File: config.mk
export PLATFORM = sky130hd
export DESIGN_NAME = wave_generator_flat
export DESIGN_NICKNAME = d
export VERILOG_FILES = /design/src/rtl/wave_gen_pkg.sv /design/src/rtl/wave_generator_if.sv /design/src/rtl/adder_n.sv /design/src/rtl/wave_step_calc.sv /design/src/rtl/wave_generator.sv /design/src/flat_wrapper.sv
export SDC_FILE = /design/constraint.sdc
export NUM_CORES = 1
export LEC_CHECK = 0
export BUFFER_PORTS_ARGS = -buffer_cell sky130_fd_sc_hd__buf_4
export CORE_ASPECT_RATIO = 1.1
export CORE_MARGIN = 1.5
export CORE_UTILIZATION = 63
export CTS_BUF_LIST = sky130_fd_sc_hd__clkbuf_4
export DETAILED_ROUTE_END_ITERATION = 16
export GPL_TIMING_DRIVEN = 0
export PLACE_DENSITY = 0.85
export SLEW_MARGIN = 10
export SYNTH_ARGS = -nofsm -noshare
export SYNTH_HDL_FRONTEND = slang
export SYNTH_SLANG_ARGS = --single-unit
File: constraint.sdc
create_clock -name clk -period 5.8 [get_ports clk]
set_clock_uncertainty 0.1 [all_clocks]
set_input_delay 0 -clock clk [delete_from_list [all_inputs] [get_ports clk]]
set_output_delay 0 -clock clk [all_outputs]
set_load 0.005 [all_outputs]
File: src/rtl/wave_gen_pkg.sv
// wave_gen_pkg: shared waveform mode and configuration types for wave_generator.
package wave_gen_pkg;
    localparam int WG_N    = 8;
    localparam int WG_HP_W = 16;

    typedef enum logic [1:0] {
        TRIANGLE = 2'd0,
        SAW_UP   = 2'd1,
        SAW_DOWN = 2'd2,
        SQUARE   = 2'd3
    } wave_mode_t;

    typedef struct packed {
        wave_mode_t           mode;
        logic [WG_N-1:0]      step;
        logic [WG_N-1:0]      lo;
        logic [WG_N-1:0]      hi;
        logic [WG_HP_W-1:0]   half_period;
    } wave_cfg_t;
endpackage

File: src/rtl/wave_generator_if.sv
// wave_generator_if: control/config inputs and sample outputs of the waveform source.
interface wave_generator_if
    import wave_gen_pkg::*;
#(
    parameter int N    = WG_N,
    parameter int HP_W = WG_HP_W
);
    logic            ena;
    logic            cfg_load;
    wave_mode_t      mode;
    logic [N-1:0]    step;
    logic [N-1:0]    lo;
    logic [N-1:0]    hi;
    logic [HP_W-1:0] half_period;
    logic [N-1:0]    out;
    logic            dir_down;
    logic            period_done;

    modport master (
        output ena, cfg_load, mode, step, lo, hi, half_period,
        input  out, dir_down, period_done
    );
    modport slave (
        input  ena, cfg_load, mode, step, lo, hi, half_period,
        output out, dir_down, period_done
    );
endinterface

File: src/rtl/adder_n.sv
// adder_n: W-bit add/subtract with a W+1-bit result so carries and borrows stay visible.
module adder_n #(
    parameter int W = 8
) (
    input  logic [W-1:0] a,
    input  logic [W-1:0] b,
    input  logic         sub,
    output logic [W:0]   y
);
    assign y = sub ? {1'b0, a} - {1'b0, b} : {1'b0, a} + {1'b0, b};
endmodule

File: src/rtl/wave_step_calc.sv
// wave_step_calc: next sample, direction and period-wrap flag for one waveform step.
module wave_step_calc
    import wave_gen_pkg::*;
#(
    parameter int N = WG_N
) (
    input  wave_cfg_t     cfg,
    input  logic [N-1:0]  out,
    input  logic          dir_down,
    output logic [N-1:0]  next_out,
    output logic          next_dir,
    output logic          wrap
);
    logic [N:0] up, dn, lo_st, out_x, hi_x;
    logic       unused_hp;

    assign unused_hp = ^cfg.half_period;
    assign out_x     = {1'b0, out};
    assign hi_x      = {1'b0, cfg.hi};

    adder_n #(.W(N)) u_up (.a(out),    .b(cfg.step), .sub(1'b0), .y(up));
    adder_n #(.W(N)) u_dn (.a(out),    .b(cfg.step), .sub(1'b1), .y(dn));
    adder_n #(.W(N)) u_lo (.a(cfg.lo), .b(cfg.step), .sub(1'b0), .y(lo_st));

    // A borrow out of out-step means the descent has already passed lo+step.
    always_comb begin
        next_out = cfg.lo;
        next_dir = 1'b0;
        wrap     = 1'b0;
        if (cfg.lo < cfg.hi) begin
            if (cfg.mode == TRIANGLE && !dir_down) begin
                next_dir = up >= hi_x;
                next_out = next_dir ? cfg.hi : up[N-1:0];
            end else if (cfg.mode == TRIANGLE) begin
                wrap     = dn[N] || out_x <= lo_st;
                next_dir = !wrap;
                next_out = wrap ? cfg.lo : dn[N-1:0];
            end else if (cfg.mode == SAW_UP) begin
                wrap     = up > hi_x;
                next_out = wrap ? cfg.lo : up[N-1:0];
            end else if (cfg.mode == SAW_DOWN) begin
                wrap     = dn[N] || out_x < lo_st;
                next_out = wrap ? cfg.hi : dn[N-1:0];
            end else begin
                wrap     = out == cfg.hi;
                next_out = wrap ? cfg.lo : cfg.hi;
            end
        end
    end
endmodule

File: src/rtl/wave_generator.sv
// wave_generator: programmable triangle/sawtooth/square source with per-period pulse.
module wave_generator
    import wave_gen_pkg::*;
#(
    parameter int N    = WG_N,
    parameter int HP_W = WG_HP_W
) (
    input logic             clk,
    input logic             rst_n,
    wave_generator_if.slave bus
);
    wave_cfg_t       cfg;
    logic [N-1:0]    out_q, next_out;
    logic            dir_q, next_dir, wrap, done_q;
    logic [HP_W-1:0] hp_cnt, hp_last;
    logic            hp_hit, adv;

    wave_step_calc #(.N(N)) u_calc (
        .cfg      (cfg),
        .out      (out_q),
        .dir_down (dir_q),
        .next_out (next_out),
        .next_dir (next_dir),
        .wrap     (wrap)
    );

    // A zero half-period behaves as one so the square still toggles every cycle.
    assign hp_last = (cfg.half_period == '0) ? '0 : cfg.half_period - 1'b1;
    assign hp_hit  = hp_cnt == hp_last;
    assign adv     = bus.ena && (cfg.mode != SQUARE || hp_hit);

    always_ff @(posedge clk or negedge rst_n) begin
        if (!rst_n) begin
            cfg    <= '{mode: TRIANGLE, step: WG_N'(1), lo: '0, hi: '1, half_period: WG_HP_W'(1)};
            out_q  <= '0;
            dir_q  <= 1'b0;
            done_q <= 1'b0;
            hp_cnt <= '0;
        end else if (bus.cfg_load) begin
            cfg    <= '{mode: bus.mode, step: bus.step, lo: bus.lo, hi: bus.hi, half_period: bus.half_period};
            out_q  <= (bus.mode == SAW_DOWN && bus.lo < bus.hi) ? bus.hi : bus.lo;
            dir_q  <= 1'b0;
            done_q <= 1'b0;
            hp_cnt <= '0;
        end else begin
            done_q <= adv && wrap;
            if (bus.ena) hp_cnt <= (cfg.mode == SQUARE && !hp_hit) ? hp_cnt + 1'b1 : '0;
            if (adv) begin
                out_q <= next_out;
                dir_q <= next_dir;
            end
        end
    end

    assign bus.out         = out_q;
    assign bus.dir_down    = dir_q;
    assign bus.period_done = done_q;
endmodule

File: src/flat_wrapper.sv
// flat-port wrapper written by rule: the top's interface ports become plain ports
module wave_generator_flat import wave_gen_pkg::*;
#(
    parameter int N    = WG_N,
    parameter int HP_W = WG_HP_W
)
  (clk, rst_n, bus_ena, bus_cfg_load, bus_mode, bus_step, bus_lo, bus_hi, bus_half_period, bus_out, bus_dir_down, bus_period_done);
  wave_generator_if #(.N(N), .HP_W(HP_W)) bus_i ();
  input logic clk;
  input logic rst_n;
  input wire logic [$bits(bus_i.ena)-1:0] bus_ena;
  input wire logic [$bits(bus_i.cfg_load)-1:0] bus_cfg_load;
  input wire logic [$bits(bus_i.mode)-1:0] bus_mode;
  input wire logic [$bits(bus_i.step)-1:0] bus_step;
  input wire logic [$bits(bus_i.lo)-1:0] bus_lo;
  input wire logic [$bits(bus_i.hi)-1:0] bus_hi;
  input wire logic [$bits(bus_i.half_period)-1:0] bus_half_period;
  output wire logic [$bits(bus_i.out)-1:0] bus_out;
  output wire logic [$bits(bus_i.dir_down)-1:0] bus_dir_down;
  output wire logic [$bits(bus_i.period_done)-1:0] bus_period_done;
  assign bus_i.ena = bus_ena;
  assign bus_i.cfg_load = bus_cfg_load;
  assign bus_i.mode = bus_mode;
  assign bus_i.step = bus_step;
  assign bus_i.lo = bus_lo;
  assign bus_i.hi = bus_hi;
  assign bus_i.half_period = bus_half_period;
  assign bus_out = bus_i.out;
  assign bus_dir_down = bus_i.dir_down;
  assign bus_period_done = bus_i.period_done;
  wave_generator #(.N(N), .HP_W(HP_W)) u_core (.clk(clk), .rst_n(rst_n), .bus(bus_i));
endmodule
# Word-level counts from Yosys, hierarchy flattened
# Index checks and enable logic that the tools add are counted.
[classes] addsub=5 order_cmp=6 eq_ne=7 mux=28 n_reduce_logical=15
[op_table] op="8-bit 2-to-1 mux" count=13
[op_table] op="16-bit 2-to-1 mux" count=4
[op_table] op="8-bit by 8-bit adder with 9-bit output" count=2
[op_table] op="16-bit by 1-bit adder with 16-bit output, second input constant" count=1
[op_table] op="16-bit == test" count=1
[op_table] op="16-bit logical NOT" count=1
[op_table] op="8-bit less-than comparator" count=2
[op_table] op="16-bit by 1-bit subtractor with 16-bit output, second input constant" count=1
[op_table] op="1-bit 2-to-1 mux" count=11
[op_table] op="9-bit by 8-bit greater-or-equal comparator with 1-bit output" count=1
[op_table] op="9-bit by 8-bit greater-than comparator with 1-bit output" count=1
[op_table] op="8-bit by 9-bit less-or-equal comparator with 1-bit output" count=1
[op_table] op="8-bit by 9-bit less-than comparator with 1-bit output" count=1
[op_table] op="8-bit by 8-bit subtractor with 9-bit output" count=1
[op_table] op="8-bit == test" count=1
[op_table] op="2-bit == test, second input constant" count=3
[op_table] op="1-bit logical AND" count=5
[op_table] op="2-bit nonzero test" count=2
[op_table] op="1-bit logical NOT" count=3
[op_table] op="1-bit logical OR" count=3
[op_table] op="2-bit by 1-bit == test with 1-bit output, second input constant" count=1
[op_table] op="2-bit logical NOT" count=1
[op_table] op="2-bit != test, second input constant" count=1
[totals] ff_bits=68 input_bits=46 output_inout_bits=10 word_cells=70

# Longest topological paths before layout
[logic_depth] word_depth=11 mapped_depth=18 mapped_depth_nobuf=17

# Modules after synthesis
# From an unflattened synthesis, not the netlist that was laid out.
[unflattened] hier_cells=847 area_unflattened_um2=7238.2
[by_module_without_submodules] mod="wave_generator" n_inst=1 cells_per_inst=404 area_per_inst_um2=4036.4 seq_area_each_um2=1714.1
[by_module_without_submodules] mod="wave_step_calc" n_inst=1 cells_per_inst=227 area_per_inst_um2=1542.7 seq_area_each_um2=0.0
[by_module_without_submodules] mod="adder_n (u_core.u_calc.u_dn ...)" n_inst=2 cells_per_inst=72 area_per_inst_um2=559.3 seq_area_each_um2=0.0
[by_module_without_submodules] mod="adder_n (u_core.u_calc.u_up)" n_inst=1 cells_per_inst=72 area_per_inst_um2=540.5 seq_area_each_um2=0.0

# Worst setup path before layout
# OpenSTA, ideal clock, no wires.
[synth_timing] kind="reg-to-reg" from="register u_core.out_q[5], in the netlist u_core.bus.out[5]" to="register u_core.out_q[1], in the netlist u_core.bus.out[1]" setup_time_ps=82 t_arrival_ps=3933 t_required_ps=5618 slack_ps=1685 stages_incl_launch_ff=17 n_path_buf=2 period_less_slack_ps=4115 cell_sequence="dfrtp_1 ha_1 clkbuf_1 inv_1 a221oi_1 nand2_1 xnor2_1 ha_1 a22oi_1 o211ai_1 o211ai_1 or3b_2 clkbuf_1 nor3_1 a221oi_1 a221o_1 a31oi_1"
[synth_between] elab_chain_len=10 word_cells_on_any_way=21 cone_classes="add/sub: 2; order compare: 4; eq/ne: 1; mux: 12; reduce/logical: 2"
[synth_rtl] element="start, declared" line_no="wave_generator.sv:13" rtl="logic [N-1:0] out_q, next_out;"
[synth_rtl] element="start signal, assigned" line_no="wave_generator.sv:41" rtl="out_q <= (bus.mode == SAW_DOWN && bus.lo < bus.hi) ? bus.hi : bus.lo;"
[synth_rtl] element="start signal, assigned" line_no="wave_generator.sv:49" rtl="out_q <= next_out;"
[synth_rtl] element="branches (longest 6 deep; another with 8-bit by 8-bit adder with 9-bit output)"
[synth_rtl] element="8-bit 2-to-1 mux (*)" line_no="wave_step_calc.sv:31" rtl="if (cfg.mode == TRIANGLE && !dir_down) begin"
[synth_rtl] element="8-bit 2-to-1 mux (*)" line_no="wave_step_calc.sv:30" rtl="if (cfg.lo < cfg.hi) begin"
[synth_rtl] element="8-bit 2-to-1 mux (*)" line_no="wave_generator.sv:48" rtl="if (adv) begin"
[synth_rtl] element="8-bit 2-to-1 mux (*)" line_no="wave_generator.sv:39" rtl="end else if (bus.cfg_load) begin"
# Every way passes the cells marked *. The select of a mux whose other input is x is not followed.
# A chain may end at the register's enable or synchronous reset.

# Final worst setup path
# Same ends and word-level chain as after synthesis.

==> metrics list <==
- Core outline area: 0.00994 sq mm
- After detailed routing, the number of vias per cell comes to 7.02.
- Ranked by total cell area, the synthesized netlist is headed by sky130_fd_sc_hd__dfrtp_1 22%, sky130_fd_sc_hd__ha_1 11%, sky130_fd_sc_hd__o21ai_0 4.8%.
- Number of antenna-violating nets in the routed design: 0
- Reg2Reg Setup Slack: 0.53 ns
* Largest vdd supply drop: 0.180 mV
- The share of synthesized area in the top cell type comes to 0.224.
- Data on the critical path is required at its endpoint by 6.09 ns.
- The share of total power dissipated in the clock network is 0.150.
* Switching part of the total: 0.488
- Internal power comes to 1210 uW.
* Die W: 99.7 microns
- For this configuration, the core starts out at a cell density of 0.652.
* H-tree levels: 3
- Summed over all nets, the switching power comes to 1150 uW.
- Critical path type: register to register
- The wire-length estimate of the detail-placed layout is 16.2 mm.
* Number of ports placed on the die boundary: 56
* Setup TNS: 0 ns
- Final setup viols: 0
- Clock tree from TritonCTS: yes
* Average size of a mapped cell: 8.30 sq um
* Critical path launch point type: register
- Relative contribution of combinational cells to total power: 0.583
- For this run, the top clock speed supported by timing is 0.190 GHz.
* Post-synth top flop: sky130_fd_sc_hd__dfrtp_1
* Number of enable flip-flop cells after synthesis: 0
- STA puts the critical path data arrival time at 5.56 ns.
- At the pin with the least slew margin, the transition time is 0.996 ns.
- For this run, the register share of the synthesized area comes to 0.264.
- Of all cell types, the one taking the most synthesized area is sky130_fd_sc_hd__dfrtp_1.
- Static leakage: 0.00317 uW
- Counting cells, the worst reg-to-reg path comes to 16.
* Kind of path behind the tightest hold check: primary input to async pin
* Kind of capture point of the worst setup path: register
- CTS-repair resized insts: 0
- Post-Place Setup Slack: 0.733 ns
- After detailed routing, the total wire length is 22.6 mm.
* Clock sink count: 68
- Worst-path clk slew: 0.14 ns
- The number of antenna diodes in the final layout is 0.
* Tcrit/Tclk final: 0.908
* Post-route cell area: 0.00763 sq mm
* Maximum number of pins on one net before global-route repair: 69
- Root Buffer Master: sky130_fd_sc_hd__clkbuf_4
* Clock period minus final worst setup slack: 5.27 ns
- Synthesis inferred 68 register bits.
* Wire length per cell after detailed routing: 22.3 microns
- The area growth from synthesis to layout is 17.6%.
- The number of nets handed over by synthesis was 886.
* PwrDens: 309 mW/mm^2
- Synth Cell Area: 0.00648 sq mm
- Layout Utilization: 0.768
- Maximum Capacitance Violations: 0
- Headroom to the max-slew limit came out at 0.332.
- The placed instances occupy a cell area of 0.00704 sq mm.
- Setup repair after global routing left no endpoint under its margin.
- Worst setup margin: 0.533 ns
* Count of port buffers added during placement: 54
* Number of nets in the finished design: 995
* Initial DRT Pass Iterations: 5
- Row count: 38
- After global routing the overflow that remains totals 0.
* RePlAce Congestion: 1.00
- Of the total power, registers draw 0.267.
- Counting tap cells, the placed design contains a total of 955 instances.
- The first routing iteration left 804 violations.
- Yosys Warn Count: 0
* Number of hold violations in the final report: 0
* Max FO, Critical Path: 8
- Die Y: 109 microns
- The clock passes through at most 2 buffers.
- Excluding fillers, the count of instances in the completed layout stands at 1015.
- In the final layout, the share of cells above drive strength 1 is 0.141.
- The die covers 0.0109 sq mm.
- Antenna violations before repair: 0
- In this run, CTS created clock tree buffers numbering 9.
- In the post-synthesis netlist, the cell with the most instances is sky130_fd_sc_hd__nand2_1.
- Asr flop ratio synth: 1.00
* Overall fraction of global-route tracks in use: 0.425
- Synth Instances: 781
* Max Slew Vio Count: 0
* R2r startpoint: u_core.bus.out[5]$_DFFE_PN0P_
- The detailed router placed 7121 vias in this run.
- The flow ran to the end, and the final reports show no timing, DRC or antenna violations.
* DRC Markers: 0
* Source-to-sink clock delay at the later pin of the worst-skew pair: 0.48 ns
* Synth cell count leaders: 65 x sky130_fd_sc_hd__nand2_1, 62 x sky130_fd_sc_hd__o21ai_0, 58 x sky130_fd_sc_hd__dfrtp_1, 56 x sky130_fd_sc_hd__ha_1, 52 x sky130_fd_sc_hd__inv_1
- The first global-routing pass estimated 35.6 mm of wire.
- Post-synth cell types: 75
* FF-to-FF End: u_core.bus.out[1]$_DFFE_PN0P_
- Via count of the first global-routing pass: 7036
-- state kept, by name, summed over array words and instances (netlist names) --
register                count
u_core.cfg                 42
u_core.hp_cnt              16
u_core.bus.out              8
u_core.bus.dir_down         1
u_core.bus.period_done      1
-- metal layers --
| layer | share of wire | wire length (microns) | global-route usage |
|---|---|---|---|
| met5 | 0 | 0 | 0 |
| met4 | 0.079 | 1780 | 0.320 |
| met3 | 0.076 | 1710 | 0.0737 |
| met2 | 0.49 | 11000 | 0.733 |
| met1 | 0.36 | 8160 | 0.471 |
-- timing repair --
action / 4_1_cts / 5_1_grt
hold buffers: 44 / 0
endpoints found under the hold margin: 107 / 0
setup endpoints to repair: 0 / 0
setup buffers: 0 / 0
-- kinds of logic (layout without fill, tap and decap cells) --
group,count (synthesis),after routing,synth area share
xor+xnor,35,35,0.0494
mux,43,43,0.0710
flops,68,68,0.264
simple gates,250,250,0.199
compound gates,230,230,0.237
buf+inv,96,210,0.0619
fa+ha+maj,59,59,0.117
-- power groups by stage --
stage / sequential [uW] / combinational, uW / clock, uW
CTS: 624 / 1320 / 344
global route: 633 / 1490 / 372
global placement: 631 / 1250 / 0
detailed placement: 633 / 1290 / 0
finish: 630 / 1380 / 354
floorplan: 599 / 914 / 0
-- worst max-delay path by stage --
stage          slack (ns)  cells past startpoint                          start                       endpoint
2_1_floorplan        1.69                     16  u_core.bus.out[5]$_DFFE_PN0P_  u_core.bus.out[1]$_DFFE_PN0P_
3_3_place_gp         0.81                     16  u_core.bus.out[5]$_DFFE_PN0P_  u_core.bus.out[1]$_DFFE_PN0P_
3_5_place_dp         0.73                     16  u_core.bus.out[5]$_DFFE_PN0P_  u_core.bus.out[1]$_DFFE_PN0P_
4_1_cts              0.66                     16  u_core.bus.out[5]$_DFFE_PN0P_  u_core.bus.out[1]$_DFFE_PN0P_
5_1_grt              0.19                     16  u_core.bus.out[5]$_DFFE_PN0P_  u_core.bus.out[1]$_DFFE_PN0P_
6_report             0.53                     16  u_core.bus.out[5]$_DFFE_PN0P_  u_core.bus.out[1]$_DFFE_PN0P_
-- layout make-up --
class                           instances  area [sq um]
Tap cell                              120           150
Clock inverter                          7          75.1
Inverter                               52           195
Clock buffer                            9          67.6
Multi-Input combinational cell        617          4370
Timing Repair Buffer                   98           846
Sequential cell                        68          1710
Fill cell                             712          2310
Buffer                                 44           206
-- critical path: stages, from the launching register on --
cell and delay [ns]:
sky130_fd_sc_hd__dfrtp_1 0.50, sky130_fd_sc_hd__ha_1 0.32, sky130_fd_sc_hd__clkbuf_1 0.31, sky130_fd_sc_hd__inv_1 0.11
sky130_fd_sc_hd__a221oi_1 0.42, sky130_fd_sc_hd__nand2_1 0.11, sky130_fd_sc_hd__xnor2_1 0.37, sky130_fd_sc_hd__ha_1 0.34
sky130_fd_sc_hd__a22oi_1 0.17, sky130_fd_sc_hd__o211ai_1 0.13, sky130_fd_sc_hd__o211ai_1 0.31, sky130_fd_sc_hd__or3b_2 0.47
sky130_fd_sc_hd__clkbuf_1 0.20, sky130_fd_sc_hd__nor3_1 0.54, sky130_fd_sc_hd__a221oi_1 0.24, sky130_fd_sc_hd__a221o_1 0.39
sky130_fd_sc_hd__a31oi_1 0.17
-- placed cells by master (no fill, tap or decap), types with 4 or more instances in the layout --
cell                            count
sky130_fd_sc_hd__a221oi_1           5
sky130_fd_sc_hd__and3_1            10
sky130_fd_sc_hd__clkbuf_4           9
sky130_fd_sc_hd__nand2_1           65
sky130_fd_sc_hd__a211oi_1          10
sky130_fd_sc_hd__mux2i_1           19
sky130_fd_sc_hd__o31ai_1            9
sky130_fd_sc_hd__o21a_1             6
sky130_fd_sc_hd__inv_1             52
sky130_fd_sc_hd__nor3_1            24
sky130_fd_sc_hd__o21ai_0           62
sky130_fd_sc_hd__nand4_1           27
sky130_fd_sc_hd__dlygate4sd3_1     44
sky130_fd_sc_hd__xor2_1             6
sky130_fd_sc_hd__o211ai_1          13
sky130_fd_sc_hd__clkbuf_1          32
sky130_fd_sc_hd__nor2_1            46
sky130_fd_sc_hd__dfrtp_1           58
sky130_fd_sc_hd__or2_2              5
sky130_fd_sc_hd__buf_4             55
sky130_fd_sc_hd__o221ai_1           4
sky130_fd_sc_hd__or4_1              8
sky130_fd_sc_hd__o21bai_1           6
sky130_fd_sc_hd__a31oi_1           22
sky130_fd_sc_hd__nor2b_1            6
sky130_fd_sc_hd__nor4_1             6
sky130_fd_sc_hd__o22ai_1            5
sky130_fd_sc_hd__buf_1              4
sky130_fd_sc_hd__mux2_2            24
sky130_fd_sc_hd__nand2b_1           9
sky130_fd_sc_hd__or3_1              5
sky130_fd_sc_hd__nand3_1           20
sky130_fd_sc_hd__o2111ai_1          8
sky130_fd_sc_hd__a21oi_1           36
sky130_fd_sc_hd__dfstp_2           10
sky130_fd_sc_hd__xnor2_1           28
sky130_fd_sc_hd__ha_1              56
-- stage by stage --
stage               hold WS, ns  total power (uW)
floorplan                -0.396              1510
finish                   0.0941              2360
global placement         0.0652              1880
CTS                       0.116              2290
global route              0.161              2500
detailed placement       0.0804              1920
No activity file was read; power rests on OpenSTA's default activity.
